==> src/rtl/wbp_pkg.sv <==
// Shared FSM state type and constants for the writeback_port register-file write driver.
package wbp_pkg;

    typedef enum logic [1:0] {
        IDLE,
        COLLECT,
        PEND
    } wbp_state_e;

    localparam int unsigned BYTE_COUNT = 4;
    localparam int unsigned CNT_W      = $clog2(BYTE_COUNT);

endpackage

==> src/rtl/wbp_byte_fifo.sv <==
// Synchronous byte FIFO with full/empty flags; pointers carry one extra wrap bit.
module wbp_byte_fifo #(
    parameter int unsigned FIFO_DEPTH = 8
) (
    input  logic       CLK,
    input  logic       reset,
    input  logic       push,
    input  logic [7:0] push_data,
    input  logic       pop,
    output logic [7:0] pop_data,
    output logic       full,
    output logic       empty
);

    localparam int unsigned AW = $clog2(FIFO_DEPTH);

    logic [7:0]  mem [FIFO_DEPTH];
    logic [AW:0] wr_ptr_q;
    logic [AW:0] rd_ptr_q;

    assign empty    = (wr_ptr_q == rd_ptr_q);
    assign full     = (wr_ptr_q[AW] != rd_ptr_q[AW]) &&
                      (wr_ptr_q[AW-1:0] == rd_ptr_q[AW-1:0]);
    assign pop_data = mem[rd_ptr_q[AW-1:0]];

    always_ff @(posedge CLK) begin
        if (reset) begin
            wr_ptr_q <= '0;
            rd_ptr_q <= '0;
        end else begin
            if (push && !full) begin
                wr_ptr_q <= wr_ptr_q + (AW+1)'(1);
            end
            if (pop && !empty) begin
                rd_ptr_q <= rd_ptr_q + (AW+1)'(1);
            end
        end
    end

    always_ff @(posedge CLK) begin
        if (push && !full) begin
            mem[wr_ptr_q[AW-1:0]] <= push_data;
        end
    end

endmodule

==> src/rtl/writeback_port.sv <==
// Register-file write port driver: pipeline results have priority, UART words are assembled
// from four bytes. Define WBP_RX_FIFO_EN to buffer received bytes in a FIFO.
module writeback_port
    import wbp_pkg::*;
#(
    parameter int unsigned FIFO_DEPTH = 8
) (
    input  logic        CLK,
    input  logic        reset,
    input  logic        pipe_valid,
    input  logic        pipe_aorf,
    input  logic [4:0]  pipe_rd,
    input  logic [31:0] pipe_data,
    input  logic        uart_req,
    input  logic [4:0]  uart_rd,
    input  logic        uart_aorf,
    input  logic        rx_valid,
    input  logic [7:0]  rx_data,
    output logic        stall,
    output logic        RegWrite,
    output logic        UART_write_enable,
    output logic        distinct,
    output logic        AorF_before,
    output logic [4:0]  rw,
    output logic [31:0] write_data,
    output logic        err
);

    wbp_state_e       state_q, state_d;
    logic [CNT_W-1:0] cnt_q, cnt_d;
    logic [31:0]      word_q, word_d;
    logic [4:0]       lat_rd_q, lat_rd_d;
    logic             lat_aorf_q, lat_aorf_d;

    logic        regwrite_q, regwrite_d;
    logic        uwe_q, uwe_d;
    logic        distinct_q, distinct_d;
    logic        aorf_q, aorf_d;
    logic [4:0]  rw_q, rw_d;
    logic [31:0] wdata_q, wdata_d;
    logic        err_q, err_d;

    logic       byte_avail;
    logic [7:0] byte_in;
    logic       rx_err;

`ifdef WBP_RX_FIFO_EN
    logic       fifo_full;
    logic       fifo_empty;
    logic [7:0] fifo_data;

    wbp_byte_fifo #(
        .FIFO_DEPTH(FIFO_DEPTH)
    ) u_fifo (
        .CLK      (CLK),
        .reset    (reset),
        .push     (rx_valid),
        .push_data(rx_data),
        .pop      (byte_avail),
        .pop_data (fifo_data),
        .full     (fifo_full),
        .empty    (fifo_empty)
    );

    assign byte_avail = (state_q == COLLECT) && !fifo_empty;
    assign byte_in    = fifo_data;
    assign rx_err     = rx_valid && fifo_full;
`else
    logic unused_fifo_depth;
    assign unused_fifo_depth = ^FIFO_DEPTH;

    // Without buffering, a byte is only meaningful while a word is being collected.
    assign byte_avail = (state_q == COLLECT) && rx_valid;
    assign byte_in    = rx_data;
    assign rx_err     = rx_valid && (state_q != COLLECT);
`endif

    always_comb begin
        state_d    = state_q;
        cnt_d      = cnt_q;
        word_d     = word_q;
        lat_rd_d   = lat_rd_q;
        lat_aorf_d = lat_aorf_q;
        regwrite_d = 1'b0;
        uwe_d      = 1'b0;
        distinct_d = distinct_q;
        aorf_d     = aorf_q;
        rw_d       = rw_q;
        wdata_d    = wdata_q;
        err_d      = err_q | rx_err;

        case (state_q)
            IDLE: begin
                if (uart_req) begin
                    lat_rd_d   = uart_rd;
                    lat_aorf_d = uart_aorf;
                    cnt_d      = '0;
                    state_d    = COLLECT;
                end
            end
            COLLECT: begin
                err_d = err_d | uart_req;
                if (byte_avail) begin
                    word_d = {word_q[23:0], byte_in};
                    cnt_d  = cnt_q + CNT_W'(1);
                    if (cnt_q == CNT_W'(BYTE_COUNT - 1)) begin
                        state_d = PEND;
                    end
                end
            end
            PEND: begin
                err_d = err_d | uart_req;
                if (!pipe_valid) begin
                    uwe_d      = 1'b1;
                    rw_d       = lat_rd_q;
                    aorf_d     = lat_aorf_q;
                    wdata_d    = word_q;
                    distinct_d = ~distinct_q;
                    state_d    = IDLE;
                end
            end
            default: state_d = IDLE;
        endcase

        // The PEND branch only writes when pipe_valid is low, so this never collides.
        if (pipe_valid) begin
            regwrite_d = 1'b1;
            rw_d       = pipe_rd;
            aorf_d     = pipe_aorf;
            wdata_d    = pipe_data;
            distinct_d = ~distinct_q;
        end
    end

    always_ff @(posedge CLK) begin
        if (reset) begin
            state_q    <= IDLE;
            cnt_q      <= '0;
            word_q     <= '0;
            lat_rd_q   <= '0;
            lat_aorf_q <= 1'b0;
            regwrite_q <= 1'b0;
            uwe_q      <= 1'b0;
            distinct_q <= 1'b0;
            aorf_q     <= 1'b0;
            rw_q       <= '0;
            wdata_q    <= '0;
            err_q      <= 1'b0;
        end else begin
            state_q    <= state_d;
            cnt_q      <= cnt_d;
            word_q     <= word_d;
            lat_rd_q   <= lat_rd_d;
            lat_aorf_q <= lat_aorf_d;
            regwrite_q <= regwrite_d;
            uwe_q      <= uwe_d;
            distinct_q <= distinct_d;
            aorf_q     <= aorf_d;
            rw_q       <= rw_d;
            wdata_q    <= wdata_d;
            err_q      <= err_d;
        end
    end

    assign stall             = (state_q != IDLE) || uart_req;
    assign RegWrite          = regwrite_q;
    assign UART_write_enable = uwe_q;
    assign distinct          = distinct_q;
    assign AorF_before       = aorf_q;
    assign rw                = rw_q;
    assign write_data        = wdata_q;
    assign err               = err_q;

endmodule

==> config.mk <==
export PLATFORM = sky130hd
export DESIGN_NAME = writeback_port
export DESIGN_NICKNAME = d
export VERILOG_FILES = /design/src/rtl/wbp_pkg.sv /design/src/rtl/wbp_byte_fifo.sv /design/src/rtl/writeback_port.sv
export SDC_FILE = /design/constraint.sdc
export NUM_CORES = 1
export LEC_CHECK = 0
export BUFFER_PORTS_ARGS = -buffer_cell sky130_fd_sc_hd__buf_2
export CORE_ASPECT_RATIO = 1.75
export CORE_MARGIN = 1.5
export CORE_UTILIZATION = 48
export CTS_BUF_LIST = sky130_fd_sc_hd__clkbuf_8
export DETAILED_ROUTE_END_ITERATION = 16
export HOLD_SLACK_MARGIN = 0.1
export MAX_ROUTING_LAYER = met4
export PLACE_DENSITY = 0.89
export SLEW_MARGIN = 40
export SYNTH_ARGS = -nofsm -noshare
export SYNTH_HDL_FRONTEND = slang
export SYNTH_HIERARCHICAL = 1
export SYNTH_SLANG_ARGS = --single-unit
==> constraint.sdc <==
create_clock -name CLK -period 1.4 [get_ports CLK]
set_input_delay 0.07 -clock CLK [delete_from_list [all_inputs] [get_ports CLK]]
set_output_delay 0.07 -clock CLK [all_outputs]
set_load 0.01 [all_outputs]
==> results_dict.tcl <==
set metrics [dict create \
    number_of_setup_violations_in_the_final_report 4 \
    r2r_startpoint "state_q[0]" \
    cts.sinks 84 \
    syn_to_final_growth_pct 43.61 \
    leakage_nw 2.065 \
    power_mw 6.754 \
    drv_cap 0 \
    die_h_um 115.6 \
    min_to "AorF_before" \
    synth_fp_nets 486 \
    htreeDepth 3 \
    minimum_setup_slack_after_placement_ns -0.1027 \
    layout-drive-gt1-share 0.2552 \
    ys.flop_type "sky130_fd_sc_hd__dfxtp_1" \
    net_switching_power_of_the_design_mw 2.034 \
    timing_limited_maximum_frequency_ghz 0.6879 \
    cp.arrival_ns 1.69 \
    routed_wire_length_per_instance_um 14.97 \
    synthDistinctLibCells 24 \
    status "finished with violations" \
    gp_congestion 0.7927 \
    cts-root-to-sink-buffers 2 \
    route.final.wire_length_mm 9.880 \
    worst_hold_path_type "input pin to flip-flop" \
    fin_crit_sh 1.038 \
    synth_top_area_cell "sky130_fd_sc_hd__dfxtp_1" \
    route.detailed.vias_per_inst 5.276 \
    hold-path-cell-count 3 \
    critPathRequiredTime_ns 1.63 \
    postSynthRegisterBits 84 \
    final.setup.worst_slack_ns -0.05371 \
    ctsRootBufferMaster "sky130_fd_sc_hd__clkbuf_8" \
    synth.area.top_cells "sky130_fd_sc_hd__dfxtp_1 48%, sky130_fd_sc_hd__mux2i_1 12%, sky130_fd_sc_hd__a21oi_1 11%" \
    worst-r2r-setup-slack_ns -0.05 \
    power_density_mw_per_mm2 1354 \
    finalHoldViolCount 0 \
    ff2ff_path_depth 7 \
    yosysWarnings 6 \
    n_antenna_cell 0 \
    endpoint_kind "flip-flop" \
    power.clock.fraction 0.290 \
    tritoncts "done" \
    finalMaxSlewViolations 0 \
    critical_path.max_stage_delay_ns 0.34 \
    worstSetupStartpointType "flip-flop" \
    vias 3482 \
    global_route_wire_length_before_repair_mm 14.72 \
    grt_max_degree 85 \
    die_area_sq_mm 0.007778 \
    numPortBuffers 99 \
    floorplan.core_area_sq_mm 0.006957 \
    critical_path.top_delay_family "flip-flops" \
    final.min_clock_period_ns 1.454 \
    r2r-end "write_data[15]" \
    gr-total-overflow 0 \
    syn-instance-count 423 \
    path_buf_inv 2 \
    start_util 0.4995 \
    critical-path-top-cell-by-count "sky130_fd_sc_hd__nor2_1" \
    cts_buffers 9 \
    final.setup_skew_ns 0.007932 \
    worstMarginPinSlew_ns 0.3819 \
    ioPinCount 100 \
    worst_slew_margin_rel 0.7454 \
    synth_area_per_cell_sq_um 8.214 \
    comb_power_share 0.307 \
    clock_latency_ns 0.35 \
    clkSlewWorstSetupHoldPaths_ns 0.08 \
    drc_markers 0 \
    failed_checks "setup timing" \
    synth_enable_flop_cells 0 \
    swShare 0.3012 \
    ir_drop_mv 0.8891 \
    drtIter0Drc 198 \
    critical_path_class "flip-flop to flip-flop" \
    critical-path-slowest-cell "sky130_fd_sc_hd__dfxtp_2" \
    worstPathCellList "inv_4 > ha_4 > buf_12 > mux2i_1 > nor2_1 > a21oi_1 > nor2_1" \
    row_count 40 \
    grt_pass1_vias 3263 \
    dp.final_hpwl_mm 5.707 \
    fin_area_sq_mm 0.004990 \
    rsz0062_at_grt "yes" \
    post_dp_cell_area_sq_mm 0.004049 \
    post-place-cells 584 \
    synth.cell_area_sq_mm 0.003475 \
    dr.pass1.iters 5 \
    worstHoldStart "pipe_valid" \
    yosys.area.top_type_share 0.4840 \
    p_int_mw 4.719 \
    synth-async-reset-ratio 0 \
    antenna_found_initial 0 \
    final-instance-count-excl-fill 660 \
    register_share_of_total_power 0.403 \
    finish.net_count 634 \
    crit_path_max_fanout 10 \
    ys_seq_area_frac 0.4840 \
    global_route.usage.total 0.2590 \
    fp.dieW_um 67.32 \
    route.antenna.remaining_nets 0 \
]
per-layer routing:
metal / up-vias / global-route usage / share of wire
met2: 145 / 0.4515 / 0.54
met1: 1604 / 0.2687 / 0.38
met5: - / - / 0
li1: 1700 / - / -
met4: 0 / 0.1306 / 0.034
met3: 33 / 0.05243 / 0.046
Yosys cell counts, types with 4 or more instances:
library cell	instances
sky130_fd_sc_hd__dfxtp_1	84
sky130_fd_sc_hd__nor2_1	82
sky130_fd_sc_hd__a21oi_1	77
sky130_fd_sc_hd__nand2_1	75
sky130_fd_sc_hd__mux2i_1	40
sky130_fd_sc_hd__clkbuf_1	15
sky130_fd_sc_hd__buf_2	9
sky130_fd_sc_hd__buf_4	7
sky130_fd_sc_hd__nand3_1	7
sky130_fd_sc_hd__ha_1	6
sky130_fd_sc_hd__inv_1	4
placed cells by master (no fill, tap or decap), types with 2 or more instances in the layout:
cell	Yosys	routed
sky130_fd_sc_hd__buf_4	7	6
sky130_fd_sc_hd__nor2b_1	2	2
sky130_fd_sc_hd__clkbuf_8	0	11
sky130_fd_sc_hd__buf_2	9	98
sky130_fd_sc_hd__a21oi_1	77	77
sky130_fd_sc_hd__nor2_1	82	82
sky130_fd_sc_hd__dfxtp_1	84	82
sky130_fd_sc_hd__nand2_1	75	74
sky130_fd_sc_hd__mux2i_1	40	40
sky130_fd_sc_hd__inv_4	0	2
sky130_fd_sc_hd__clkinvlp_4	0	2
sky130_fd_sc_hd__buf_6	2	4
sky130_fd_sc_hd__bufinv_16	0	2
sky130_fd_sc_hd__ha_1	6	2
sky130_fd_sc_hd__dlygate4sd3_1	0	54
sky130_fd_sc_hd__nand3_1	7	7
sky130_fd_sc_hd__ha_4	0	3
sky130_fd_sc_hd__buf_12	0	4
sky130_fd_sc_hd__clkbuf_16	0	3
flip-flops by register name, indices dropped and copies added, names as in the netlist, 2 cells and up:
name and flops:
cnt_q 2, word_q 32, rw 5, lat_rd_q 5
state_q 2, write_data 32
cell families after synthesis:
family	count (synthesis)	synth area share
compound gates	84	0.1264
xor+xnor	1	0.002521
fa+ha+maj	6	0.02161
buf+inv	37	0.05509
flops	84	0.4840
mux	40	0.1152
simple gates	171	0.1952
worst max-delay path by stage:
stage / end / slack, ns / depth (start not counted) / startpoint
after global placement: write_data[3] / -0.003 / 7 / state_q[0]
final: write_data[15] / -0.05 / 7 / state_q[0]
after global routing: rw[2] / -0.1 / 7 / state_q[0]
after floorplan: state_q[0] / -0.02 / 7 / state_q[0]
after detailed placement: write_data[12] / -0.10 / 7 / state_q[0]
after CTS: stall / -0.02 / 6 / state_q[1]
stage by stage:
step / TNS, ns / utilization / hold WS [ns]
6_report: -0.1115 / 0.7173 / 0.1658
2_1_floorplan: -0.03075 / - / 0.2060
5_1_grt: -1.697 / 0.7173 / 0.1764
4_1_cts: -0.02319 / 0.7007 / 0.1351
3_3_place_gp: -0.007339 / 0.5820 / 0.2985
3_5_place_dp: -1.978 / 0.5820 / 0.3086
cell type report:
class / instances / area, sq um
clock inverters: 5 / 83.83
multi-input cells: 302 / 1652
repair buffers: 170 / 1291
flip-flops and latches: 84 / 1687
fillers: 475 / 1967
clock buffers: 11 / 151.4
inverters: 4 / 20.02
well taps: 84 / 105.1
worst reg2reg max path, stage by stage, from the launching register on:
cell,delay [ns]
sky130_fd_sc_hd__dfxtp_2,0.34
sky130_fd_sc_hd__inv_4,0.08
sky130_fd_sc_hd__ha_4,0.21
sky130_fd_sc_hd__buf_12,0.16
sky130_fd_sc_hd__mux2i_1,0.29
sky130_fd_sc_hd__nor2_1,0.07
sky130_fd_sc_hd__a21oi_1,0.13
sky130_fd_sc_hd__nor2_1,0.06
power by group through the flow:
| stage | clock network (mW) | logic, mW | registers, mW |
|---|---|---|---|
| 6_report | 1.96 | 2.08 | 2.72 |
| 5_1_grt | 2.09 | 2.23 | 2.74 |
| 4_1_cts | 2.01 | 1.82 | 2.71 |
| 3_5_place_dp | 0 | 1.60 | 2.76 |
| 3_3_place_gp | 0 | 1.54 | 2.75 |
| 2_1_floorplan | 0 | 1.11 | 2.77 |
timing repair:
item	4_1_cts	5_1_grt
cloned	0	3
pin swaps	2	2
buffers inserted	3	0
hold buffers	54	0
setup endpoints to repair	41	53
gates resized for setup	7	12
endpoints found under the hold margin	54	0
Note: power is estimated with default switching activity, not from simulation.
